### config.mk
export PLATFORM = sky130hd
export DESIGN_NAME = result_display
export DESIGN_NICKNAME = d
export VERILOG_FILES = /design/src/rtl/result_display.sv
export SDC_FILE = /design/constraint.sdc
export NUM_CORES = 1
export LEC_CHECK = 0
export BUFFER_PORTS_ARGS = -buffer_cell sky130_fd_sc_hd__clkbuf_2
export CAP_MARGIN = 25
export CORE_ASPECT_RATIO = 0.6
export CORE_MARGIN = 10
export CORE_UTILIZATION = 35
export CTS_BUF_LIST = sky130_fd_sc_hd__clkbuf_16
export DETAILED_ROUTE_END_ITERATION = 7
export PLACE_DENSITY_LB_ADDON = 0.3
export SLEW_MARGIN = 15
export SYNTH_ARGS = -nofsm -noshare
export SYNTH_HDL_FRONTEND = slang
export SYNTH_SLANG_ARGS = --single-unit
### constraint.sdc
create_clock -name clk -period 1.6 [get_ports clk]
set_input_delay 0.08 -clock clk [delete_from_list [all_inputs] [get_ports clk]]
set_output_delay 0.08 -clock clk [all_outputs]
set_load 0.01 [all_outputs]
### src/rtl/result_display.sv
// Result display: counts CPU cycles until the harness halts, latches the answer byte,
// and scans it onto an 8-digit active-low seven-segment display (an/seg registered, 1-cycle latency).
// No backpressure: free-running scan; optional cycle counter under RESULT_DISPLAY_CYCLE_COUNT_EN.
module result_display #(
   parameter int unsigned SCAN_DIV = 50000
) (
   input  logic       clk,
   input  logic       rstn,
   input  logic       terminal,
   input  logic [7:0] answer,
   output logic       done,
   output logic [7:0] an,
   output logic [7:0] seg
);

   // Last prescaler value before it wraps; SCAN_DIV may be as large as 65536.
   localparam logic [15:0] SCAN_LAST = 16'(SCAN_DIV - 1);

   // Dash shown on the result digits while the CPU is still running.
   localparam logic [7:0] SEG_DASH  = 8'hBF;
   localparam logic [7:0] SEG_BLANK = 8'hFF;

   typedef enum logic {
      ST_RUN  = 1'b0,
      ST_DONE = 1'b1
   } state_e;

   state_e      state_q, state_d;
   logic [7:0]  res_q, res_d;
   logic [15:0] psc_q, psc_d;
   logic        tick;
   logic [2:0]  dig_q, dig_d;
   logic [7:0]  an_q, an_d;
   logic [7:0]  seg_q, seg_d;

   // Hex nibble to active-low segment pattern {dp,g,f,e,d,c,b,a}, dp off.
   function automatic logic [7:0] hex7(input logic [3:0] nib);
      logic [7:0] s;
      case (nib)
         4'h0:    s = 8'hC0;
         4'h1:    s = 8'hF9;
         4'h2:    s = 8'hA4;
         4'h3:    s = 8'hB0;
         4'h4:    s = 8'h99;
         4'h5:    s = 8'h92;
         4'h6:    s = 8'h82;
         4'h7:    s = 8'hF8;
         4'h8:    s = 8'h80;
         4'h9:    s = 8'h90;
         4'hA:    s = 8'h88;
         4'hB:    s = 8'h83;
         4'hC:    s = 8'hC6;
         4'hD:    s = 8'hA1;
         4'hE:    s = 8'h86;
         default: s = 8'h8E;
      endcase
      return s;
   endfunction

   // Next state: leave RUN on the first sampled terminal and capture the answer on that edge only.
   always_comb begin
      state_d = state_q;
      res_d   = res_q;
      if (state_q == ST_RUN && terminal) begin
         state_d = ST_DONE;
         res_d   = answer;
      end
   end

   // State and latched result registers.
   always_ff @(posedge clk or negedge rstn) begin
      if (!rstn) begin
         state_q <= ST_RUN;
         res_q   <= 8'h00;
      end else begin
         state_q <= state_d;
         res_q   <= res_d;
      end
   end

   assign done = (state_q == ST_DONE);

`ifdef RESULT_DISPLAY_CYCLE_COUNT_EN
   logic [23:0] cyc_q, cyc_d;
   logic [3:0]  cyc_nib;

   // Count RUN edges that have not yet seen terminal; saturate instead of wrapping.
   always_comb begin
      cyc_d = cyc_q;
      if (state_q == ST_RUN && !terminal && cyc_q != 24'hFFFFFF) begin
         cyc_d = cyc_q + 24'd1;
      end
   end

   // Cycle counter register.
   always_ff @(posedge clk or negedge rstn) begin
      if (!rstn) begin
         cyc_q <= 24'h000000;
      end else begin
         cyc_q <= cyc_d;
      end
   end

   // Select the counter nibble for digits 7:2, digit 7 carrying the MSB nibble.
   always_comb begin
      cyc_nib = 4'h0;
      case (dig_q)
         3'd2:    cyc_nib = cyc_q[3:0];
         3'd3:    cyc_nib = cyc_q[7:4];
         3'd4:    cyc_nib = cyc_q[11:8];
         3'd5:    cyc_nib = cyc_q[15:12];
         3'd6:    cyc_nib = cyc_q[19:16];
         3'd7:    cyc_nib = cyc_q[23:20];
         default: cyc_nib = 4'h0;
      endcase
   end
`endif

   // Scan prescaler and digit index; the index steps once per prescaler wrap.
   always_comb begin
      tick  = (psc_q == SCAN_LAST);
      psc_d = tick ? 16'h0000 : psc_q + 16'h0001;
      dig_d = tick ? dig_q + 3'd1 : dig_q;
   end

   // Prescaler and digit index registers.
   always_ff @(posedge clk or negedge rstn) begin
      if (!rstn) begin
         psc_q <= 16'h0000;
         dig_q <= 3'd0;
      end else begin
         psc_q <= psc_d;
         dig_q <= dig_d;
      end
   end

   // Digit content for the currently selected index; unselected/blank digits stay dark.
   always_comb begin
      an_d  = 8'hFF;
      seg_d = SEG_BLANK;
      case (dig_q)
         3'd0: begin
            an_d  = 8'hFE;
            seg_d = (state_q == ST_DONE) ? hex7(res_q[3:0]) : SEG_DASH;
         end
         3'd1: begin
            an_d  = 8'hFD;
            seg_d = (state_q == ST_DONE) ? hex7(res_q[7:4]) : SEG_DASH;
         end
         default: begin
`ifdef RESULT_DISPLAY_CYCLE_COUNT_EN
            an_d  = ~(8'h01 << dig_q);
            seg_d = hex7(cyc_nib);
`else
            an_d  = 8'hFF;
            seg_d = SEG_BLANK;
`endif
         end
      endcase
   end

   // Registered display drive so an/seg switch together, glitch-free.
   always_ff @(posedge clk or negedge rstn) begin
      if (!rstn) begin
         an_q  <= 8'hFF;
         seg_q <= SEG_BLANK;
      end else begin
         an_q  <= an_d;
         seg_q <= seg_d;
      end
   end

   assign an  = an_q;
   assign seg = seg_q;

endmodule
==> impl_metrics.json, run 1 <==
{
  "status": "complete, but fails checks",
  "violations": "negative setup slack",
  "synth_top_family_by_area": "simple AND/OR/NAND/NOR gates",
  "initial_core_util_pct": 36.1,
  "r2r-start": "psc_q[10]",
  "critPathLaunch": "psc_q[10]",
  "ys_types": 45,
  "cts_root_buf": "clkbuf_16",
  "critPathKind": "flip-flop to flip-flop",
  "drc_errors": 0,
  "r2r_cells": 4,
  "cts_buffers": 5,
  "hp-class": "input port to flip-flop",
  "antenna_left": 0,
  "synthCells": 214,
  "die_w_um": 122,
  "grt_overflow": 0,
  "core_um2": 6080,
  "cp_max_fo": 5,
  "grt_busiest_layer": "met1",
  "fin_nets": 308,
  "synthFlopType": "dfrtp_1",
  "drt_wl_total_um": 4910,
  "muxShareOfSynthArea_pct": 6.16,
  "design_area_um2": 2970,
  "wl_per_cell_um": 13.6,
  "grt_max_degree": 23,
  "synth_xor_area_share_pct": 5.59,
  "die-area_um2": 9940,
  "use_met2_pct": 13.6,
  "fp.dieH_um": 81.3,
  "cts_buffer_depth": 2,
  "antenna_found_initial": 0,
  "synthToLayoutAreaGrowth_pct": 35.3,
  "gp_congestion": 0.821,
  "cp-start-kind": "flip-flop",
  "vias": 1669,
  "clkSlewWorstSetupHoldPaths_ps": 50,
  "peakVddDrop_mv": 0.614,
  "post_dp_cell_area_um2": 2660,
  "reg2reg_to": "psc_q[1]",
  "grt_pass1_wl_um": 8190,
  "rsz0062_at_grt": "yes",
  "clk_latency_ps": 270,
  "use_met1_pct": 15.5,
  "synth_seq_area_share_pct": 42.7,
  "yosys_warnings": 0,
  "hpwl_um": 3690,
  "drive_above_1_share_pct": 44.6,
  "synth_compound_area_share_pct": 9.81,
  "fin_crit_sh_pct": 103,
  "fillerInstances": 559,
  "cts_tree": "yes",
  "htreeDepth": 2,
  "cellPowerDensity_nw_per_um2": 880,
  "reg2reg_setup_slack_ps": -40,
  "p_leak_nw": 1.37,
  "drv_cap": 0,
  "grt_usage_pct": 10.1,
  "finalHoldViolCount": 0,
  "avgSynthCellArea_um2": 10.3,
  "min_period_ps": 1640,
  "ys_ff_latch": 37,
  "synth_adder_area_share_pct": 11.4,
  "fmax_mhz": 609,
  "dr.pass1.iters": 4,
  "cp-endpoint": "psc_q[1]",
  "rows": 22,
  "synth-simple-area-share_pct": 18.0,
  "skew_ps": 3.47,
  "drt_iter0_drc": 116,
  "async_reset_ff_share_pct": 100,
  "worstPathRequired_ps": 1760,
  "n_antenna_cell": 0,
  "finalWorstSetupSlack_ps": -40.8,
  "viasPerCell": 4.61,
  "grt.met3_usage_pct": 3.05,
  "grt_pass1_vias": 1619,
  "slew_violations": 0,
  "cts_sinks": 37,
  "cp-end-kind": "flip-flop",
  "pin_count": 28,
  "portBuffers": 20,
  "total_power_mw": 2.61,
  "synth-edff-count": 0,
  "syn-cell-area_um2": 2190,
  "worstPathArrival_ps": 1800,
  "finalSetupViolations": 9
}
## power by group
group          switching (mW)  leakage, nW  total [mW]  internal [mW]
Clock                   0.352       0.0687       0.915          0.563
Combinational           0.294        0.854       0.611          0.317
Sequential             0.0623        0.448        1.09           1.03
## layout by cell type (no fill, tap or decap), drive strengths merged, types with 2 or more instances in the layout
cell,n
nand3,6
nor4,3
mux2,8
nand4,5
clkinv,3
nand2b,2
xor2,5
ha,20
a211oi,2
a31oi,3
buf,43
dfstp,9
mux4,2
nand2,15
or4b,2
nor2b,5
inv,13
clkbuf,25
o221ai,3
nand3b,2
or3,4
nor2,13
conb,7
a22oi,2
a21oi,11
o21ai,11
dfrtp,28
xnor2,9
nor3,6
## Yosys cell counts (all sizes together) (6+ instances only)
library cell | number | area (µm²)
dfrtp | 28 | 701
ha | 20 | 250
nand2 | 15 | 58.8
inv | 13 | 48.8
nor2 | 13 | 48.8
a21oi | 11 | 55.1
buf | 11 | 76.3
o21ai | 11 | 58.8
dfstp | 9 | 236
xnor2 | 9 | 78.8
mux2 | 8 | 90.1
nand3 | 6 | 30.0
nor3 | 6 | 30.0
## worst min path at each step
stage                          from  endpoint  slack [ps]  cells after the start
final                     answer[5]  res_q[5]          10                      3
after floorplan                rstn  dig_q[0]        -220                      0
after global placement         rstn  psc_q[2]          50                      1
after global routing       terminal      done          10                      2
after CTS                 answer[5]  res_q[5]           6                      3
after detailed placement       rstn  psc_q[2]          40                      1
## per-layer routing
layer	routed length (µm)	part of all wire (%)
met5	0	0
met2	1900	39
met3	312	6.4
met4	21	0.43
met1	2670	54
## through the flow
stage	util [%]	instances	TNS, ps	setup WS [ps]	hold slack, ps
floorplan	-	220	-3.24	-3.24	-216
global placement	43.7	349	-901	-83.4	48.6
detailed placement	43.7	349	-901	-79.1	43.8
CTS	47.4	361	-97.6	-35.7	5.80
global route	48.8	362	-860	-88.6	11.0
finish	48.8	362	-93.9	-40.8	9.61
## final cells by class
cell class / count / area [µm²] / area share, %
clock buffer: 5 / 125 / 4.21
clock inverter: 3 / 12.5 / 0.421
inverter: 13 / 56.3 / 1.90
multi-input combinational: 156 / 1270 / 42.9
sequential: 37 / 940 / 31.6
tap: 84 / 105 / 3.54
timing repair buffer: 64 / 457 / 15.4
## registers in the layout (all words and copies together), names as in the netlist
signal  cells
psc_q      16
res_q       8
seg         7
dig_q       3
an          2
done        1
## kinds of logic after synthesis
logic type / count (synthesis)
simple gates: 70
compound gates: 35
xor+xnor: 14
mux: 10
other cells: 1
buf+inv: 27
fa+ha+maj: 20
flops: 37
## worst max-delay path, cell delays in order, from the launching register on
cell,delay (ps)
dfrtp_1,380
or4b_4,550
nor4_4,230
buf_6,160
and2b_2,220
## repair_timing
item,in CTS,in global routing
setup buffers,3,1
pin swaps,8,6
endpoints found under the hold margin,6,0
resized for setup,13,17
endpoints found under the setup margin,16,18
hold buffers,1,0
(Power assumes the default switching activity.)
==> inputs of run 2 (changes only) <==
clock period = 1.4 ns   (was 1.6 ns; I/O delays follow)
==> run 2 against run 1 <==
Effect of this change:
- the flow still finishes with violations (negative setup slack)
- non-clock buffer count grew 24
- count of clock-buffer cells in the layout is the same
- power grew 27%
==> impl_metrics.json, run 2 (same netlist as run 1, synthesis figures left out) <==
{
  "status": "complete, but fails checks",
  "violations": "negative setup slack",
  "rsz0062_at_grt": "yes",
  "hpwl_um": 3870,
  "drc_errors": 0,
  "portBuffers": 20,
  "clkSlewWorstSetupHoldPaths_ps": 60,
  "crit_buf_inv": 1,
  "fp.dieH_um": 81.3,
  "finalSetupViolations": 18,
  "peakVddDrop_mv": 0.612,
  "core_um2": 6080,
  "cellPowerDensity_nw_per_um2": 1010,
  "p_switching_mw": 0.877,
  "path_delay_family": "simple AND/OR/NAND/NOR gates",
  "skew_ps": 6.55,
  "drv_cap": 0,
  "cts_tree": "yes",
  "cts_buffers": 5,
  "reg2reg_to": "seg[1]",
  "cp_max_fo": 5,
  "drt_iter0_drc": 97,
  "p_int_mw": 2.44,
  "pwr-share-comb_pct": 25.0,
  "worst_hold_path.endpoint": "res_q[1]",
  "grt_usage_pct": 10.8,
  "r2r-start": "res_q[1]",
  "cp_cell_sequence": "inv_2 -> ha_4 -> nor2b_1 -> o21ai_1 -> a31oi_1 -> or4_1",
  "pin_count": 28,
  "drt_wl_total_um": 5360,
  "regMostFlops": "psc_q",
  "n_antenna_cell": 0,
  "cp-start-kind": "flip-flop",
  "slew_violations": 0,
  "cts_root_buf": "clkbuf_16",
  "grt_overflow": 0,
  "critPathKind": "flip-flop to flip-flop",
  "initial_core_util_pct": 36.1,
  "fillerInstances": 525,
  "clock_power_share_pct": 37.6,
  "fmax_mhz": 600,
  "finalWorstSetupSlack_ps": -267,
  "p_sw_share_pct": 26.5,
  "hold_path.startpoint": "answer[1]",
  "synthToLayoutAreaGrowth_pct": 49.1,
  "grt_pass1_vias": 1756,
  "relSlewSlack_pct": 59.5,
  "finalHoldViolCount": 0,
  "largest_reg_flops": 16,
  "p_leak_nw": 1.50,
  "r2r_cells": 6,
  "rows": 22,
  "hold_depth": 3,
  "mostFrequentLayoutCell": "buf_4",
  "clk_latency_ps": 280,
  "antenna_left": 0,
  "wl_per_cell_um": 13.9,
  "viasPerCell": 4.59,
  "antenna_found_initial": 0,
  "htreeDepth": 2,
  "worstPathArrival_ps": 1850,
  "grt_pass1_wl_um": 8760,
  "min_period_ps": 1670,
  "reg2reg_setup_slack_ps": -270,
  "cts_sinks": 37,
  "fin_nets": 332,
  "share_seq_of_total_power_pct": 37.4,
  "fin_crit_sh_pct": 119,
  "cpMaxStageDelayCell": "or4_1",
  "tightest_slew_ps": 608,
  "die-area_um2": 9940,
  "dr.pass1.iters": 4,
  "hp-class": "input port to flip-flop",
  "vias": 1773,
  "die_w_um": 122,
  "worstPathRequired_ps": 1590,
  "grt_max_degree": 25,
  "cts_buffer_depth": 2,
  "cp-end-kind": "flip-flop",
  "detailedPlace.worstSlack_ps": -261,
  "max_stage_delay_ps": 460,
  "drive_above_1_share_pct": 53.6,
  "final_cell_mix": "buf_4, dfrtp_1, clkbuf_2, nand2_1, nor2_1",
  "timing.hold.ws_ps": 1.53,
  "gp_congestion": 0.826
}
run 2: cell types whose count changed in the layout (fill, tap and decap cells not counted), moves of 4 or more:
cell and change:
buf_4 +18, ha_1 -6, buf_6 +5, ha_4 +4, inv_2 +4
run 2: layer usage:
metal	routed length (µm)	vias to the layer above	GRT usage [%]
met4	32	0	1.76
met1	2830	833	15.7
met5	0	-	0
met2	2250	33	15.6
met3	244	2	3.25
li1	-	905	-
run 2: power by group through the flow:
| stage | combinational (mW) | sequential (mW) | clock (mW) |
|---|---|---|---|
| after floorplan | 0.355 | 1.27 | 0 |
| after global placement | 0.643 | 1.25 | 0 |
| after detailed placement | 0.655 | 1.26 | 0 |
| after CTS | 0.762 | 1.24 | 1.26 |
| after global routing | 0.900 | 1.25 | 1.32 |
| final | 0.828 | 1.24 | 1.25 |
run 2: worst register-to-register path: cells and delay by family (launching register included):
family                   cells  cell delay (ps)
buffers and inverters        1              130
AO/OA/AOI/OAI                2              240
AND/OR/NAND/NOR              2              580
flip-flops                   1              410
adder cells (fa/ha/maj)      1              210
run 2: how the worst max path moves through the flow:
| stage | cells past startpoint | slack (ps) | endpoint | start |
|---|---|---|---|---|
| floorplan | 6 | -190 | seg[1] | res_q[1] |
| global placement | 5 | -230 | seg[3] | res_q[0] |
| detailed placement | 4 | -260 | dig_q[0] | psc_q[13] |
| CTS | 6 | -240 | seg[1] | res_q[4] |
| global route | 5 | -320 | dig_q[1] | psc_q[13] |
| finish | 6 | -270 | seg[1] | res_q[1] |
run 2: through the flow:
| stage | instance area (µm²) | TNS, ps | power (mW) | utilization [%] | cells |
|---|---|---|---|---|---|
| 4_1_cts | 3130 | -3140 | 3.26 | 51.4 | 379 |
| 2_1_floorplan | 2270 | -2360 | 1.62 | - | 220 |
| 5_1_grt | 3270 | -4890 | 3.48 | 53.8 | 386 |
| 6_report | 3270 | -3170 | 3.31 | 53.8 | 386 |
| 3_5_place_dp | 2770 | -3580 | 1.91 | 45.6 | 361 |
| 3_3_place_gp | 2770 | -3070 | 1.90 | 45.6 | 361 |
run 2: layout make-up:
cell class	count	area (µm²)	share of cell area, %
multi-input combinational	156	1360	41.5
sequential	37	942	28.8
timing repair buffer	88	648	19.8
clock buffer	5	125	3.82
tap	84	105	3.21
inverter	13	56.3	1.72
clock inverter	3	37.5	1.15
run 2: repair_timing:
action,4_1_cts,5_1_grt
buffers inserted,7,8
endpoints found under the setup margin,20,24
hold buffers,3,0
hold endpoints to repair,15,0
pin swaps,16,19
gates resized for setup,23,30
==> inputs of run 3 (changes only) <==
CELL_PAD_IN_SITES_DETAIL_PLACEMENT = 0   (was unset)
CELL_PAD_IN_SITES_GLOBAL_PLACEMENT = 1   (was unset)
==> run 3 against run 2 <==
Effect of this change:
- the run still ends with negative setup slack left
- global-route usage up 0.67 points
- first-iteration DRC count is 42% lower
- fmax rose by 3.1%
- largest cell class unchanged
- count of clock-buffer cells in the layout unchanged
- sequential power about the same
- final cell count is 1.3% lower
- via count grew 1.6%
==> impl_metrics.json, run 3 (same netlist as run 1, synthesis figures left out) <==
{
  "mostFrequentLayoutCell": "buf_4",
  "drt_wl_total_um": 5510,
  "total_power_mw": 3.20,
  "initial_core_util_pct": 36.1,
  "crit_buf_inv": 1,
  "status": "complete, but fails checks",
  "drc_errors": 0,
  "critPathLaunch": "psc_q[11]",
  "skew_ps": 8.01,
  "core_um2": 6080,
  "hp-class": "input port to flip-flop",
  "cts_sinks": 37,
  "multi_input_area_um2": 1490,
  "largest_reg_flops": 16,
  "cp_max_fo": 5,
  "cp_cell_sequence": "or4b_4 -> nor4_4 -> buf_4 -> nor2_1",
  "reg2reg_setup_slack_ps": -220,
  "critPathKind": "flip-flop to flip-flop",
  "hpwl_um": 3970,
  "cts_buffers": 5,
  "die-area_um2": 9940,
  "wl_per_cell_um": 14.5,
  "min_period_ps": 1620,
  "fin_util_pct": 55.2,
  "antenna_left": 0,
  "crit_cells": 4,
  "final-seq-area_um2": 941,
  "drive_above_1_share_pct": 58.9,
  "post_dp_cell_area_um2": 2780,
  "fmax_mhz": 618,
  "fillerInstances": 552,
  "path_delay_family": "simple AND/OR/NAND/NOR gates",
  "portBuffers": 20,
  "r2r-start": "psc_q[11]",
  "fin_nets": 327,
  "slew_violations": 0,
  "cpMaxStageDelayCell": "or4b_4",
  "drv_cap": 0,
  "final_cell_mix": "buf_4, dfrtp_1, clkbuf_2, nand2_1, ha_4",
  "grt_overflow": 0,
  "max_stage_delay_ps": 550,
  "fin_crit_sh_pct": 116,
  "r2r_cells": 4,
  "pin_count": 28,
  "fin_cells": 381,
  "htreeDepth": 2,
  "finalHoldViolCount": 0,
  "clkSlewWorstSetupHoldPaths_ps": 50,
  "cts_tree": "yes",
  "fp.dieH_um": 81.3,
  "grt_pass1_vias": 1777,
  "clk_latency_ps": 280,
  "grt_usage_pct": 11.5,
  "regMostFlops": "psc_q",
  "antenna_found_initial": 0,
  "cp-endpoint": "psc_q[14]",
  "cts_buffer_depth": 2,
  "die_w_um": 122,
  "grt_pass1_wl_um": 8920,
  "viasPerCell": 4.73,
  "finalWorstSetupSlack_ps": -218,
  "gp_congestion": 0.842,
  "cellPowerDensity_nw_per_um2": 953,
  "violations": "negative setup slack",
  "cts_root_buf": "clkbuf_16",
  "cp-start-kind": "flip-flop",
  "p_leak_nw": 1.51,
  "drt_iter0_drc": 56,
  "worstPathRequired_ps": 1560,
  "dp.cells": 360,
  "rows": 22,
  "synthToLayoutAreaGrowth_pct": 52.9,
  "dr.pass1.iters": 4,
  "worstPathArrival_ps": 1780,
  "finalSetupViolations": 19,
  "reg2reg_to": "psc_q[14]",
  "peakVddDrop_mv": 0.434,
  "n_antenna_cell": 0,
  "vias": 1802,
  "grt_max_degree": 38,
  "cp-end-kind": "flip-flop",
  "rsz0062_at_grt": "yes",
  "design_area_um2": 3360,
  "detailedPlace.worstSlack_ps": -226
}
## run 3: cell types whose count changed in the layout (fill, tap and decap cells not counted), sizes merged
cell / before / now
dlygate4sd3: 3 / 4
bufinv: 1 / 0
buf: 65 / 59
clkinv: 1 / 2
## run 3: layout make-up
class                           count  share of cell area, %
Multi-Input combinational cell    156                   44.4
Inverter                           13                   1.68
Clock inverter                      3                  0.410
Sequential cell                    37                   28.0
Tap cell                           84                   3.13
Clock buffer                        5                   3.73
Timing Repair Buffer               83                   18.6
## run 3: layer usage
metal	track usage, %	wire length (µm)	vias to the layer above
li1	-	-	909
met1	16.7	2960	853
met2	15.8	2230	32
met3	3.32	260	8
met4	3.51	61	0
met5	0	0	-
## run 3: worst min path at each step
stage | to | depth (start not counted) | slack, ps | from
floorplan | dig_q[0] | 0 | -230 | rstn
global placement | psc_q[5] | 2 | 50 | rstn
detailed placement | psc_q[5] | 2 | 50 | rstn
CTS | res_q[0] | 3 | 0.2 | answer[0]
global route | res_q[3] | 2 | 20 | answer[3]
finish | res_q[0] | 3 | 0.5 | answer[0]
## run 3: timing repair
item | 4_1_cts | 5_1_grt
pin swaps | 15 | 20
hold endpoints to repair | 40 | 0
setup endpoints to repair | 20 | 24
setup buffers | 6 | 3
gates resized for setup | 23 | 52
hold buffers | 4 | 0
## run 3: worst min-delay path, cell delays in order
cell and delay (ps):
clkbuf_2 80, nand2_1 40, o21ai_0 60
## run 3: metrics by stage
step	TNS [ps]	hold slack, ps
floorplan	-2360	-226
global placement	-3430	52.7
detailed placement	-3500	55.0
CTS	-3420	0.210
global route	-4650	19.1
finish	-3350	0.549
## run 3: report_power, final
group	switching [mW]	leakage, nW	internal (mW)
combinational	0.430	0.983	0.458
sequential	0.0658	0.447	1.17
clock	0.426	0.0748	0.646
